$ cat src/rtl/binary_mul_pipe.sv
// Pipelined Baugh-Wooley array multiplier with valid/ready handshake.
// Partial-product rows are reduced carry-save across STAGES register levels; the last level does the final add.
module binary_mul_pipe #(
  parameter int WIDTH  = 5,
  parameter int STAGES = 3
) (
  input  logic               clk,
  input  logic               rst_n,
  input  logic               en,
  input  logic               in_valid,
  output logic               in_ready,
  input  logic [WIDTH-1:0]   A,
  input  logic [WIDTH-1:0]   B,
  input  logic               tc,
  output logic [2*WIDTH-1:0] P,
  output logic               out_valid,
  input  logic               out_ready,
  output logic               out_tc
);

  localparam int PW = 2 * WIDTH;

  // Baugh-Wooley correction constant: 1s at bit WIDTH and bit 2*WIDTH-1.
  localparam logic [PW-1:0] BW_K = {1'b1, {(PW-1){1'b0}}} | ({{(PW-1){1'b0}}, 1'b1} << WIDTH);

  logic advance;

  logic [PW-1:0]    st_s  [STAGES];
  logic [PW-1:0]    st_c  [STAGES];
  logic [WIDTH-1:0] st_a  [STAGES];
  logic [WIDTH-1:0] st_b  [STAGES];
  logic             st_tc [STAGES];
  logic             st_v  [STAGES];

  assign advance  = en && (!out_valid || out_ready);
  assign in_ready = advance;

  // The correction constant is seeded into the sum vector so it costs no extra row.
  assign st_s[0]  = tc ? BW_K : '0;
  assign st_c[0]  = '0;
  assign st_a[0]  = A;
  assign st_b[0]  = B;
  assign st_tc[0] = tc;
  assign st_v[0]  = in_valid;

  for (genvar k = 0; k < STAGES; k++) begin : g_stage
    localparam int LO = (k * WIDTH) / STAGES;
    localparam int HI = ((k + 1) * WIDTH) / STAGES;

    logic [PW-1:0] cs_s [LO:HI];
    logic [PW-1:0] cs_c [LO:HI];

    assign cs_s[LO] = st_s[k];
    assign cs_c[LO] = st_c[k];

    for (genvar r = LO; r < HI; r++) begin : g_row
      logic [WIDTH-1:0] row;
      logic [PW-1:0]    pp;

      // In signed mode the MSB row and MSB column are complemented, their corner is not.
      for (genvar j = 0; j < WIDTH; j++) begin : g_bit
        localparam logic INV = ((r == WIDTH - 1) != (j == WIDTH - 1));
        assign row[j] = (st_a[k][j] & st_b[k][r]) ^ (st_tc[k] & INV);
      end

      assign pp          = {{WIDTH{1'b0}}, row} << r;
      assign cs_s[r + 1] = cs_s[r] ^ cs_c[r] ^ pp;
      assign cs_c[r + 1] = ((cs_s[r] & cs_c[r]) | (cs_s[r] & pp) | (cs_c[r] & pp)) << 1;
    end

    if (k < STAGES - 1) begin : g_reg
      logic [PW-1:0]    r_s;
      logic [PW-1:0]    r_c;
      logic [WIDTH-1:0] r_a;
      logic [WIDTH-1:0] r_b;
      logic             r_tc;
      logic             r_v;

      always_ff @(posedge clk or negedge rst_n) begin
        if (!rst_n) begin
          r_s  <= '0;
          r_c  <= '0;
          r_a  <= '0;
          r_b  <= '0;
          r_tc <= 1'b0;
          r_v  <= 1'b0;
        end else if (advance) begin
          r_s  <= cs_s[HI];
          r_c  <= cs_c[HI];
          r_a  <= st_a[k];
          r_b  <= st_b[k];
          r_tc <= st_tc[k];
          r_v  <= st_v[k];
        end
      end

      assign st_s[k+1]  = r_s;
      assign st_c[k+1]  = r_c;
      assign st_a[k+1]  = r_a;
      assign st_b[k+1]  = r_b;
      assign st_tc[k+1] = r_tc;
      assign st_v[k+1]  = r_v;
    end else begin : g_out
      // P and out_tc only load on a real result so bubbles never disturb the held product.
      always_ff @(posedge clk or negedge rst_n) begin
        if (!rst_n) begin
          P         <= '0;
          out_valid <= 1'b0;
          out_tc    <= 1'b0;
        end else if (advance) begin
          out_valid <= st_v[k];
          if (st_v[k]) begin
            P      <= cs_s[HI] + cs_c[HI];
            out_tc <= st_tc[k];
          end
        end
      end
    end
  end

endmodule
$ cat config.mk
export PLATFORM = sky130hd
export DESIGN_NAME = binary_mul_pipe
export DESIGN_NICKNAME = d
export VERILOG_FILES = /design/src/rtl/binary_mul_pipe.sv
export SDC_FILE = /design/constraint.sdc
export NUM_CORES = 1
export LEC_CHECK = 0
export ABC_AREA = 1
export CORE_ASPECT_RATIO = 0.8
export CORE_MARGIN = 3
export CORE_UTILIZATION = 63
export CTS_CLUSTER_DIAMETER = 200
export CTS_CLUSTER_SIZE = 40
export DETAILED_ROUTE_END_ITERATION = 10
export DONT_BUFFER_PORTS = 1
export PLACE_DENSITY = 0.88
export SLEW_MARGIN = 20
export SYNTH_ARGS = -nofsm -noshare
export SYNTH_HDL_FRONTEND = slang
export SYNTH_SLANG_ARGS = --single-unit
$ cat constraint.sdc
create_clock -name clk -period 2.85 [get_ports clk]
set_input_delay 0.285 -clock clk [delete_from_list [all_inputs] [get_ports clk]]
set_output_delay 0.285 -clock clk [all_outputs]
set_load 0.01 [all_outputs]
# Word level (Yosys, flattened, before mapping)
# Cells that the tools add are included.
dict set report op_classes {
  eq_ne 0
  magnitude_cmp 0
  shift 0
  addsub 1
  div_mod_pow 0
  muxes 1
  reduce_logical 4
  bitwise 63
  mul 0
}
# operator count
set ops {}
lappend ops {{9-bit OR} 8}
lappend ops {{9-bit bitwise AND} 6}
lappend ops {{10-bit XOR} 4}
lappend ops {{1-bit bitwise AND} 25}
lappend ops {{9-bit by 6-bit bitwise AND with 9-bit output} 2}
lappend ops {{9-bit by 7-bit bitwise AND with 9-bit output} 2}
lappend ops {{9-bit by 8-bit bitwise AND with 9-bit output} 2}
lappend ops {{10-bit adder} 1}
lappend ops {{10-bit two-way mux} 1}
lappend ops {{10-bit by 5-bit XOR with 10-bit output} 1}
lappend ops {{10-bit by 6-bit XOR with 10-bit output} 1}
lappend ops {{10-bit by 7-bit XOR with 10-bit output} 1}
lappend ops {{10-bit by 8-bit XOR with 10-bit output} 1}
lappend ops {{10-bit by 9-bit XOR with 10-bit output} 1}
lappend ops {{9-bit by 5-bit bitwise AND with 9-bit output} 1}
lappend ops {{1-bit XOR} 8}
lappend ops {{2-bit AND reduction} 1}
lappend ops {{1-bit logical AND} 1}
lappend ops {{1-bit logical NOT} 1}
lappend ops {{1-bit logical OR} 1}
dict set report totals {
  memories 0
  rom_bits 0
  latch_bits 0
  mem_bits_rw 0
  reg_bits 74
}

# Longest topological paths before layout
# Gate-level depths: netlist of run 1.
dict set report depth {
  word_depth 9
  ltp_mapped 16
}

# Worst setup path after synthesis of run 1
# Ideal clock, no wire load.
dict set report synth_path {
  path_kind {flip-flop to flip-flop}
  startpoint {register g_stage[1].g_reg.r_b[3]}
  endpoint {register P[9]}
  period_less_slack_ps 2513
  arrival_ps 2396
  path_slack_ps 337
  path_stages_with_launch 16
  required_ps 2732
  path_buffers 0
  path_cell_list {dfrtp_1 -> nand2_1 -> inv_1 -> fa_1 -> inv_1 -> fa_1 -> inv_1 -> ha_1 -> inv_1 -> fa_1 -> inv_1 -> nand2_1 -> nand2_1 -> nand3_1 -> nand3_1 -> nand2_1}
}
dict set report synth_via {
  elab_chain_cells 9
  word_cells_on_any_way 19
  classes_between {add/sub: 1; bitwise: 18}
}
# element line_no
set synth_lines {}
lappend synth_lines {{start, declared} 75} ;# logic [WIDTH-1:0] r_b;
lappend synth_lines {{start signal, assigned} 91} ;# r_b <= st_b[k];
lappend synth_lines {{1-bit bitwise AND} 63} ;# assign row[j] = (st_a[k][j] & st_b[k][r]) ^ (st_tc[k] & INV);
lappend synth_lines {{1-bit XOR} 63}
lappend synth_lines {{9-bit by 8-bit bitwise AND with 9-bit output} 68} ;# assign cs_c[r + 1] = ((cs_s[r] & cs_c[r]) | (cs_s[r] & pp) | (cs_c[r] & pp)) << 1;
lappend synth_lines {{9-bit OR (2 in series)} 68}
lappend synth_lines {{9-bit bitwise AND} 68}
lappend synth_lines {{9-bit OR (2 in series)} 68}
lappend synth_lines {{10-bit adder *} 113} ;# P <= cs_s[HI] + cs_c[HI];
lappend synth_lines {{end signal, assigned} 113}
lappend synth_lines {{end, declared} 15} ;# output logic [2*WIDTH-1:0] P,
# Mark *: on every way between the ends. The rest lies on a longest branch, timed or not.
# A chain may end at the register's enable or synchronous reset.

# Worst setup path after layout of run 1
# Ends and elaborated chain as after synthesis.

==> results.md, run 1 <==
- Num CTS Buffers: 5
- Crit Path Max Fanout: 6
- RSZ-0062 raised after global routing: false
- Row count: 20
- Fillers: 300
- Initial Util: 67.2%
- Post-DP HPWL: 3.45 mm
- FMAX: 0.377 GHz
- DRT iter0 DRCs: 141
- Initial antenna violation count: 0
- Final nets: 336
- Total grt overflow: 0
- Most frequent cells in the layout: nand2_1 (111), dfrtp_1 (48), inv_1 (47)
- Top layer in use: met4
- Largest net degree at the start of global routing: 50
- Ports: 29
- CP cell instances: nand2_1 -> inv_1 -> fa_1 -> inv_1 -> fa_1 -> inv_1 -> ha_1 -> inv_1 -> fa_2 -> inv_1 -> nand2_1 -> nand2_1 -> nand3_1 -> nand3_1 -> nand2_1
- Antenna cells: 0
- Status: finished clean
- Post-Synthesis Cells: 293
- WL met2: 2.30 mm
- Die ar.: 4950 µm²
- Max Root-Sink Buffers: 2
- CP Class: register to register
- Layout cell share with drive strength beyond 1: 7.07%
- Reg area: 1230 µm²
- Clock sinks: 49
- Metal3 WL: 231 µm
- Worst Hold Slack: 80.9 ps
- First-pass GRT wire length: 8.34 mm
- Seq/Total Area, Yosys: 47.0%
- GRT Overall Usage: 21.8%
- Most common cell after layout, fill and taps aside: nand2_1
- Synthesis-to-layout area growth: 5.52%
- Max stage delay on crit path: 480 ps
- Leakage power: 0.00153 µW
- Via count: 1845
- Hold Vio Cnt, Final: 0
- Max_cap viols: 0
- Mux cell area share after synthesis: 0%
- Cell Area, Synth: 2610 µm²
- Setup TNS: 0 ps
- Synth Net Count: 333
- Period utilisation layout: 93.0%
- Setup violations, final: 0
- Core area: 3880 µm²
- Height of the die: 63.5 µm
- IO buf count: 0
- CP endpoint kind: register
- WL final: 4.78 mm
- Final Max Tran Viols: 0
- Clock period minus final worst setup slack: 2650 ps
- Drt drc: 0
- Slew HR: 56.2%
- CP most frequent cell: inv_1
- Reg clk slew, reported paths: 100 ps
- WL/cell: 13.6 µm
- Vias in the first global route: 1863
- Largest family of logic cells by synthesized area: simple AND/OR/NAND/NOR gates
- Clock root buffer master: clkbuf_8
- CTS H-tree lvls: 2
- Critical Path AT: 2860 ps
- CP required: 3060 ps
- Yosys reg bits: 49
- HP Class: input pin to register
- Area of the multi-input gates: 1130 µm²
- Post-synthesis adder-cell area fraction: 15.3%
- Startpoint Class: register
- Clock Skew: 10.6 ps
- Detailed-router iteration count before antenna repair: 4
- Die W: 77.9 µm
- Syn_area_per_cell: 8.90 µm²
- Number of synthesis warnings: 0
- CP max stage cell: fa_1
- Antenna Nets Post-Route: 0
- Worst IR drop on VDD: 0.511 mV
- Post-Synth XOR/XNOR Area: 2.69%
- Worst-Skew Late Latency: 310 ps
- Post-Synth Simple-Gate Area: 18.2%
- Power Dens Cells: 877 nW/µm²
- TritonCTS clock tree: yes
- Placer Congestion: 0.839
- Worst slew pin tran: 656 ps
- Via density: 5.24
- Distinct cells, synth: 18
- Area fraction in compound gates after synthesis: 6.96%
- Wire length on met1: 2.16 mm
-- path summary, 6_finish.rpt --
check                                         from                       to  slack (ps)  cells after the start
setup / recovery           g_stage[1].g_reg.r_b[3]                     P[9]         200                     15
hold / removal                                B[3]  g_stage[0].g_reg.r_b[3]          80                      2
setup reg to reg           g_stage[1].g_reg.r_b[3]                     P[9]         200                     15
hold reg to reg            g_stage[1].g_reg.r_s[2]                     P[2]         480                      2
max in group asynchronous                    rst_n                     P[3]        2150                      2
min in group asynchronous                    rst_n                     P[1]         470                      2
-- synth_stat cells --
| master | instances | area [µm²] |
|---|---|---|
| buf_4 | 4 | 30.0 |
| o21ai_0 | 27 | 135 |
| nor2_1 | 4 | 15.0 |
| a21oi_1 | 1 | 5.00 |
| o22ai_1 | 1 | 6.26 |
| buf_2 | 1 | 5.00 |
| nand2_2 | 1 | 6.26 |
| xor2_1 | 8 | 70.1 |
| nand2_1 | 111 | 417 |
| dfrtp_1 | 49 | 1230 |
| fa_1 | 13 | 260 |
| inv_1 | 47 | 176 |
| buf_6 | 4 | 45.0 |
| nand3_1 | 5 | 25.0 |
| ha_1 | 11 | 138 |
| nor2_2 | 1 | 6.26 |
| or2_2 | 1 | 6.26 |
| o21ai_2 | 4 | 35.0 |
-- critical path, delay by kind of cell, from the launching register on --
family	cells	cell delay [ps]
DFF	1	450
adders and majority gates	4	1410
and+or+nand+nor	6	390
buffers and inverters	5	290
-- logic make-up (layout without fill, tap and decap cells) --
| group | after synthesis | after routing |
|---|---|---|
| AO/OA/AOI/OAI | 33 | 33 |
| XOR/XNOR | 8 | 8 |
| adder cells (fa/ha/maj) | 24 | 24 |
| buffers and inverters | 56 | 60 |
| flip-flops | 49 | 49 |
| AND/OR/NAND/NOR | 123 | 123 |
-- cell type report --
type                       instances  area share (%)
sequential                        49            44.6
clock buffer                       5            2.50
clock inverter                     3           0.819
timing repair buffer               5            2.18
tap                               55            2.50
inverter                          47            6.41
multi-input combinational        188            41.0
-- report_power, final --
| group | internal, µW | total [µW] | switching, µW |
|---|---|---|---|
| registers | 892 | 1090 | 194 |
| logic | 371 | 907 | 535 |
| clock network | 172 | 420 | 248 |
-- registers in the layout (all words and copies together), names as in the netlist, 2 cells and up --
name               cells
g_stage.g_reg.r_s     13
P                     10
g_stage.g_reg.r_a     10
g_stage.g_reg.r_b      6
g_stage.g_reg.r_c      5
g_stage.g_reg.r_v      2
-- metrics by stage --
| stage | instances | worst slack, ps | power (µW) | cell area [µm²] | utilization, % |
|---|---|---|---|---|---|
| finish | 352 | 200 | 2410 | 2750 | 70.9 |
| global route | 352 | 43.3 | 2650 | 2750 | 70.9 |
| CTS | 351 | 137 | 2420 | 2740 | 70.6 |
| detailed placement | 341 | 158 | 1980 | 2610 | 67.3 |
| global placement | 341 | 272 | 1920 | 2610 | 67.3 |
| floorplan | 293 | 337 | 1790 | 2610 | - |
-- timing repair --
action / CTS / global route
hold buffers: 2 / 0
endpoints found under the hold margin: 49 / 0
resized for setup: 0 / 2
endpoints found under the setup margin: 0 / 1
buffers inserted: 0 / 1
-- routing by layer --
| metal | track usage, % | vias to the layer above |
|---|---|---|
| met4 | 7.42 | 0 |
| li1 | - | 884 |
| met1 | 28.2 | 910 |
| met2 | 36.0 | 41 |
| met3 | 5.43 | 10 |
| met5 | 0 | - |
Power figures use the tool's default switching activity.
==> run 2: changes to the inputs <==
Settings changed: ABC_AREA 1 to not set.
==> results.md, run 2 <==
- Status: finished with violations
- Failing checks: negative setup slack
- Clock Skew: 7.18 ps (-3.41 ps)
- FMAX: 0.346 GHz (-8.2%)
- GRT Overall Usage: 22.2% (+0.43 points)
- Post-Synthesis Cells: 197 (-33%)
- Switching Share: 37.3% (-3.2 points)
- Leakage power: 0.00132 µW (-13%)
- Total grt overflow: 0 (unchanged)
- Reg area: 1230 µm² (-0.10%)
- Clock root buffer master: clkbuf_8
- Hold Vio Cnt, Final: 0 (unchanged)
- Reg clk slew, reported paths: 90 ps (about the same)
- Most frequent cells in the layout: dfrtp_1 (49), mux2_2 (31), nand2_1 (17)
- Post-synth top area share: 47.5% (+0.46 points)
- Distinct cells, synth: 24 (+6)
- Initial antenna violation count: 0 (unchanged)
- Startpoint Class: register
- Max_cap viols: 0 (unchanged)
- Largest regs: g_stage.g_reg.r_s x13, P x10, g_stage.g_reg.r_a x10
- CP Class: register to register
- Sequential power share: 32.6% (-12 points)
- Max reg flops: 13 (unchanged)
- WL/cell: 18.5 µm (+36%)
- Most common cell after layout, fill and taps aside: dfrtp_1
- Dominant synthesized flop cell: dfrtp_1
- Top-count cell post-synth: dfrtp_1
- Setup violations, final: 1 (+1)
- Synth Net Count: 237 (-29%)
- CP endpoint kind: register
- Top cells by count, synth: dfrtp_1 (49), mux2_2 (31), nand2_1 (17), inv_1 (15)
- Fillers: 236 (-21%)
- Worst Slack Setup Final: -37.2 ps (-237 ps)
- Worst Hold Slack: 115 ps (+33.9 ps)
- Post-DP HPWL: 3.24 mm (-6.1%)
- Placer Congestion: 0.797 (-5.0%)
- Synth area leaders: dfrtp_1 (47%), mux2_2 (14%), fa_1 (10%)
- Seq/Total Area, Yosys: 47.5% (+0.46 points)
- Post-synth EDFFs: 0 (unchanged)
- RSZ-0062 raised after global routing: true
- Async set-reset flop share out of synthesis: 100% (unchanged)
- TritonCTS clock tree: yes
- CTS H-tree lvls: 2 (unchanged)
- Vias in the first global route: 1684 (-9.6%)
- Sw Pwr: 1360 µW (+40%)
- HP Class: input pin to register
- Clock sinks: 49 (unchanged)
- Area of the multi-input gates: 1280 µm² (+14%)
- Worst slew pin tran: 517 ps (-139 ps)
- Layout cell share with drive strength beyond 1: 31.2% (+24 points)
- Initial Util: 66.6% (-0.65 points)
- Num CTS Buffers: 5 (unchanged)
- First-pass GRT wire length: 8.27 mm (-0.83%)
- Cell Area, Synth: 2580 µm² (-0.96%)
- Synthesis-to-layout area growth: 9.84%
- Drt drc: 0 (unchanged)
- Final Max Tran Viols: 0 (unchanged)
- Max Root-Sink Buffers: 2 (unchanged)
- Clock period minus final worst setup slack: 2890 ps (+237 ps)
- Slew HR: 65.5% (+9.3 points)
- Syn_area_per_cell: 13.1 µm² (+47%)
- Internal: 2290 µW (+60%)
- Crit Path Max Fanout: 4 (-2)
- Most flops, register: g_stage.g_reg.r_s
- CP required: 3050 ps (about the same)
- Number of synthesis warnings: 0 (unchanged)
- Die ar.: 4910 µm² (-0.87%)
- Clock share of power: 15.9% (-1.5 points)
- WL final: 4.81 mm (+0.65%)
- Area leader, netlist: dfrtp_1
- Power Dens Cells: 1290 nW/µm² (+47%)
- Yosys reg bits: 49 (unchanged)
- Row count: 20 (unchanged)
- Final nets: 244 (-27%)
- Largest net degree at the start of global routing: 50 (unchanged)
- Die W: 77.6 µm (-0.44%)
- Worst-Skew Late Latency: 310 ps (about the same)
- Ports: 29 (unchanged)
- Via count: 1486 (-19%)
- Power share of the combinational group: 51.5% (+14 points)
- Critical Path AT: 3080 ps (+220 ps)
- DRT iter0 DRCs: 76 (-46%)
- Antenna cells: 0 (unchanged)
- Antenna Nets Post-Route: 0 (unchanged)
- Via density: 5.72 (+9.0%)
- Core area: 3880 µm² (unchanged)
- Detailed-router iteration count before antenna repair: 4 (unchanged)
- Period utilisation layout: 101% (+8.3 points)
- Placement Setup Slack: -83.2 ps (-242 ps)
- Height of the die: 63.3 µm (-0.43%)
- Worst IR drop on VDD: 0.938 mV (+83%)
- IO buf count: 0 (unchanged)
==> run 2: cell count changes after synthesis, sizes merged, moves of 3 or more <==
cell   change
and2      +13
buf        -3
inv       -32
mux2      +38
nand2     -94
o21ai     -23
xnor2      +8
xor2       -5
==> run 2: final timing paths <==
path                                    startpoint                       to  slack, ps  cells past startpoint
min in group asynchronous                    rst_n                     P[3]        500                      2
min                                           B[0]  g_stage[0].g_reg.r_s[1]        110                      2
max                        g_stage[1].g_reg.r_b[3]                     P[9]        -40                     10
max in group asynchronous                    rst_n  g_stage[1].g_reg.r_s[6]       2150                      2
max reg2reg                g_stage[1].g_reg.r_b[3]                     P[9]        -40                     10
min reg2reg                g_stage[0].g_reg.r_b[4]  g_stage[0].g_reg.r_b[4]        510                      1
==> run 2: repair_timing <==
action | in CTS | in global routing
resized for setup | 10 | 1
endpoints found under the setup margin | 2 | 3
pin swaps | 5 | 0
hold buffers | 2 | 0
setup buffers | 1 | 0
hold endpoints to repair | 49 | 0
==> run 2: kinds of logic (layout without fill, tap and decap cells) <==
logic type / after synthesis / after routing / synth area share [%]
AND/OR/NAND/NOR: 40 / 40 / 8.38
XOR/XNOR: 11 / 11 / 3.73
adder cells (fa/ha/maj): 24 / 24 / 15.4
flip-flops: 49 / 49 / 47.5
AO/OA/AOI/OAI: 12 / 12 / 2.52
multiplexers: 40 / 40 / 18.4
buffers and inverters: 21 / 29 / 4.12
==> run 2: stage by stage <==
stage                     total power, µW  std cells  instance area, µm²  util [%]  setup TNS [ps]
after detailed placement             2840        249                2620      67.6           -83.2
after CTS                            3650        260                2840      73.1               0
after floorplan                      2450        197                2580         -               0
after global placement               2700        249                2620      67.6           -24.4
final                                3660        260                2840      73.1           -37.2
after global routing                 3960        260                2840      73.1            -191
==> run 2: critical path, stage by stage, from the launching register on <==
cell and delay [ps]:
dfrtp_1 420, buf_4 150, and2_4 130, fa_1 480
fa_1 570, inv_2 50, fa_2 330, nand2b_4 150
a21oi_2 140, xnor2_1 80, mux2_2 260
==> run 2: cell type report <==
| type | count | area share [%] |
|---|---|---|
| Clock buffer | 5 | 2.43 |
| Clock inverter | 3 | 2.29 |
| Inverter | 15 | 1.99 |
| Multi-Input combinational cell | 127 | 45.3 |
| Sequential cell | 49 | 43.2 |
| Tap cell | 55 | 2.43 |
| Timing Repair Buffer | 6 | 2.38 |
==> run 2: per-layer routing <==
layer | GRT usage [%] | share of wire, % | vias up | routed length (µm)
met3 | 7.57 | 4.5 | 11 | 218
met2 | 35.5 | 50 | 45 | 2410
met1 | 28.8 | 43 | 774 | 2070
li1 | - | - | 656 | -
met4 | 6.89 | 2.2 | 0 | 104
met5 | 0 | 0 | - | 0
==> run 2: power by group through the flow <==
stage,clock [µW],combinational [µW],sequential [µW]
after floorplan,0,1330,1120
after global placement,0,1520,1180
after detailed placement,0,1630,1200
after CTS,587,1870,1190
after global routing,623,2110,1230
final,581,1880,1190
==> run 3: changes to the inputs <==
Settings changed: ABC_AREA set to 1, SKIP_CTS_REPAIR_TIMING set to 1.
==> results.md, run 3 (synthesis results as in run 1) <==
- Status: finished clean
- Max stage delay on crit path: 480 ps (-90 ps)
- Num CTS Buffers: 5 (unchanged)
- Via density: 5.22 (-8.7%)
- Worst slew pin tran: 651 ps (+134 ps)
- Worst Setup EP: P[9]
- Worst-Skew Late Latency: 310 ps (about the same)
- WL/cell: 13.5 µm (-27%)
- R2r setup slk: 200 ps (+240 ps)
- Row count: 20 (unchanged)
- Most frequent cells in the layout: nand2_1 (111), dfrtp_1 (48), inv_1 (47)
- FMAX: 0.378 GHz (+9.0%)
- FF-to-FF End: P[9]
- Switching Share: 40.5% (+3.2 points)
- GRT Overall Usage: 21.7% (-0.57 points)
- RSZ-0062 raised after global routing: false
- CP max stage cell: fa_1
- Sequential power share: 45.0% (+12 points)
- Detailed-router iteration count before antenna repair: 4 (unchanged)
- R2r worst-path depth: 15 (+5)
- Hold depth: 2 (unchanged)
- Worst IR drop on VDD: 0.510 mV (-46%)
- Clock root buffer master: clkbuf_8
- Initial antenna violation count: 0 (unchanged)
- Die ar.: 4950 µm² (+0.88%)
- Startpoint Class: register
- CP required: 3060 ps (about the same)
- Layout cell share with drive strength beyond 1: 7.07% (-24 points)
- Max_cap viols: 0 (unchanged)
- RR Startpoint: g_stage[1].g_reg.r_b[3]
- Power Dens Cells: 876 nW/µm² (-32%)
- Sw Pwr: 975 µW (-28%)
- Setup violations, final: 0 (-1)
- WL final: 4.76 mm (-0.98%)
- Period utilisation layout: 92.9% (-8.4 points)
- Max reg flops: 13 (unchanged)
- Drt drc: 0 (unchanged)
- CP cell instances: nand2_1 -> inv_1 -> fa_1 -> inv_1 -> fa_1 -> inv_1 -> ha_1 -> inv_1 -> fa_2 -> inv_1 -> nand2_1 -> nand2_1 -> nand3_1 -> nand3_1 -> nand2_1
- Clock share of power: 17.4% (+1.5 points)
- Hold Vio Cnt, Final: 0 (unchanged)
- Reg clk slew, reported paths: 100 ps (about the same)
- Final Util: 70.9% (-2.2 points)
- Vias in the first global route: 1883 (+12%)
- Leakage power: 0.00153 µW (+16%)
- Worst Slack Setup Final: 202 ps (+239 ps)
- Antenna Nets Post-Route: 0 (unchanged)
- Internal: 1440 µW (-37%)
- Clock period minus final worst setup slack: 2650 ps (-239 ps)
- Post-DP HPWL: 3.45 mm (+6.5%)
- CP most frequent cell: inv_1
- IO buf count: 0 (unchanged)
- Non-Filler Instances: 352 (+35%)
- Clock sinks: 49 (unchanged)
- Via count: 1836 (+24%)
- Final nets: 336 (+38%)
- Max Root-Sink Buffers: 2 (unchanged)
- Total grt overflow: 0 (unchanged)
- Clock Skew: 11.7 ps (+4.54 ps)
- Most flops, register: g_stage.g_reg.r_s
- Core area: 3880 µm² (unchanged)
- HP Class: input pin to register
- Power share of the combinational group: 37.6% (-14 points)
- TritonCTS clock tree: yes
- Initial Util: 67.2% (+0.65 points)
- Largest regs: g_stage.g_reg.r_s x13, P x10, g_stage.g_reg.r_a x10
- Placement Setup Slack: 158 ps (+242 ps)
- CP endpoint kind: register
- Placed cells: 341 (+37%)
- Crit Path Max Fanout: 6 (+2)
- Die W: 77.9 µm (+0.44%)
- Setup TNS: 0 ps (+37.2 ps)
- Most common cell after layout, fill and taps aside: nand2_1
- Placer Congestion: 0.839 (+5.3%)
- CP Launch Point: g_stage[1].g_reg.r_b[3]
- DRT iter0 DRCs: 147 (+93%)
- CTS H-tree lvls: 2 (unchanged)
- Largest net degree at the start of global routing: 50 (unchanged)
- Antenna cells: 0 (unchanged)
- Height of the die: 63.5 µm (+0.43%)
- Final Max Tran Viols: 0 (unchanged)
- Critical Path AT: 2860 ps (-220 ps)
- CP Class: register to register
- Slew HR: 56.6% (-9.0 points)
- Fillers: 300 (+27%)
- Synthesis-to-layout area growth: 5.52%
- Ports: 29 (unchanged)
- First-pass GRT wire length: 8.31 mm (+0.50%)
==> run 3: cell type report <==
class / instances / area [µm²] / share of cell area (%)
Sequential cell: 49 / 1230 / 44.6
Multi-Input combinational cell: 188 / 1130 / 41.0
Inverter: 47 / 176 / 6.41
Clock buffer: 5 / 68.8 / 2.50
Tap cell: 55 / 68.8 / 2.50
Timing Repair Buffer: 5 / 60.1 / 2.18
Clock inverter: 3 / 22.5 / 0.819
==> run 3: worst max-delay path: cells and delay by family, from the launching register on <==
kind / cells / cell delay [ps]
fa+ha+maj: 4 / 1410
buf+inv: 5 / 290
flops: 1 / 450
simple gates: 6 / 390
==> run 3: worst min path at each step <==
stage          startpoint                      end  slack [ps]
3_5_place_dp        rst_n                     P[1]         -10
3_3_place_gp        rst_n                     P[1]          -9
6_report             B[2]  g_stage[0].g_reg.r_b[2]          80
4_1_cts             rst_n                out_valid        -360
2_1_floorplan       rst_n                     P[0]         -10
5_1_grt              B[3]  g_stage[0].g_reg.r_b[3]          70
==> run 3: routing by layer <==
metal	vias to the layer above	wire length, µm	GRT usage, %
met4	0	85	7.42
met1	905	2180	27.6
met2	35	2300	36.2
met3	10	191	5.43
li1	886	-	-
met5	-	0	0
==> run 3: through the flow <==
stage / power, µW / area (µm²) / hold WS [ps]
6_report: 2410 / 2750 / 80.5
3_3_place_gp: 1920 / 2610 / -9.44
5_1_grt: 2650 / 2750 / 68.6
4_1_cts: 2400 / 2700 / -361
3_5_place_dp: 1980 / 2610 / -9.58
2_1_floorplan: 1790 / 2610 / -10.6
==> run 3: power groups by stage <==
| stage | Clock [µW] | Combinational [µW] | Sequential [µW] |
|---|---|---|---|
| final | 419 | 906 | 1090 |
| after global placement | 0 | 832 | 1090 |
| after CTS | 433 | 884 | 1090 |
| after detailed placement | 0 | 883 | 1100 |
| after floorplan | 0 | 743 | 1040 |
| after global routing | 463 | 1070 | 1110 |
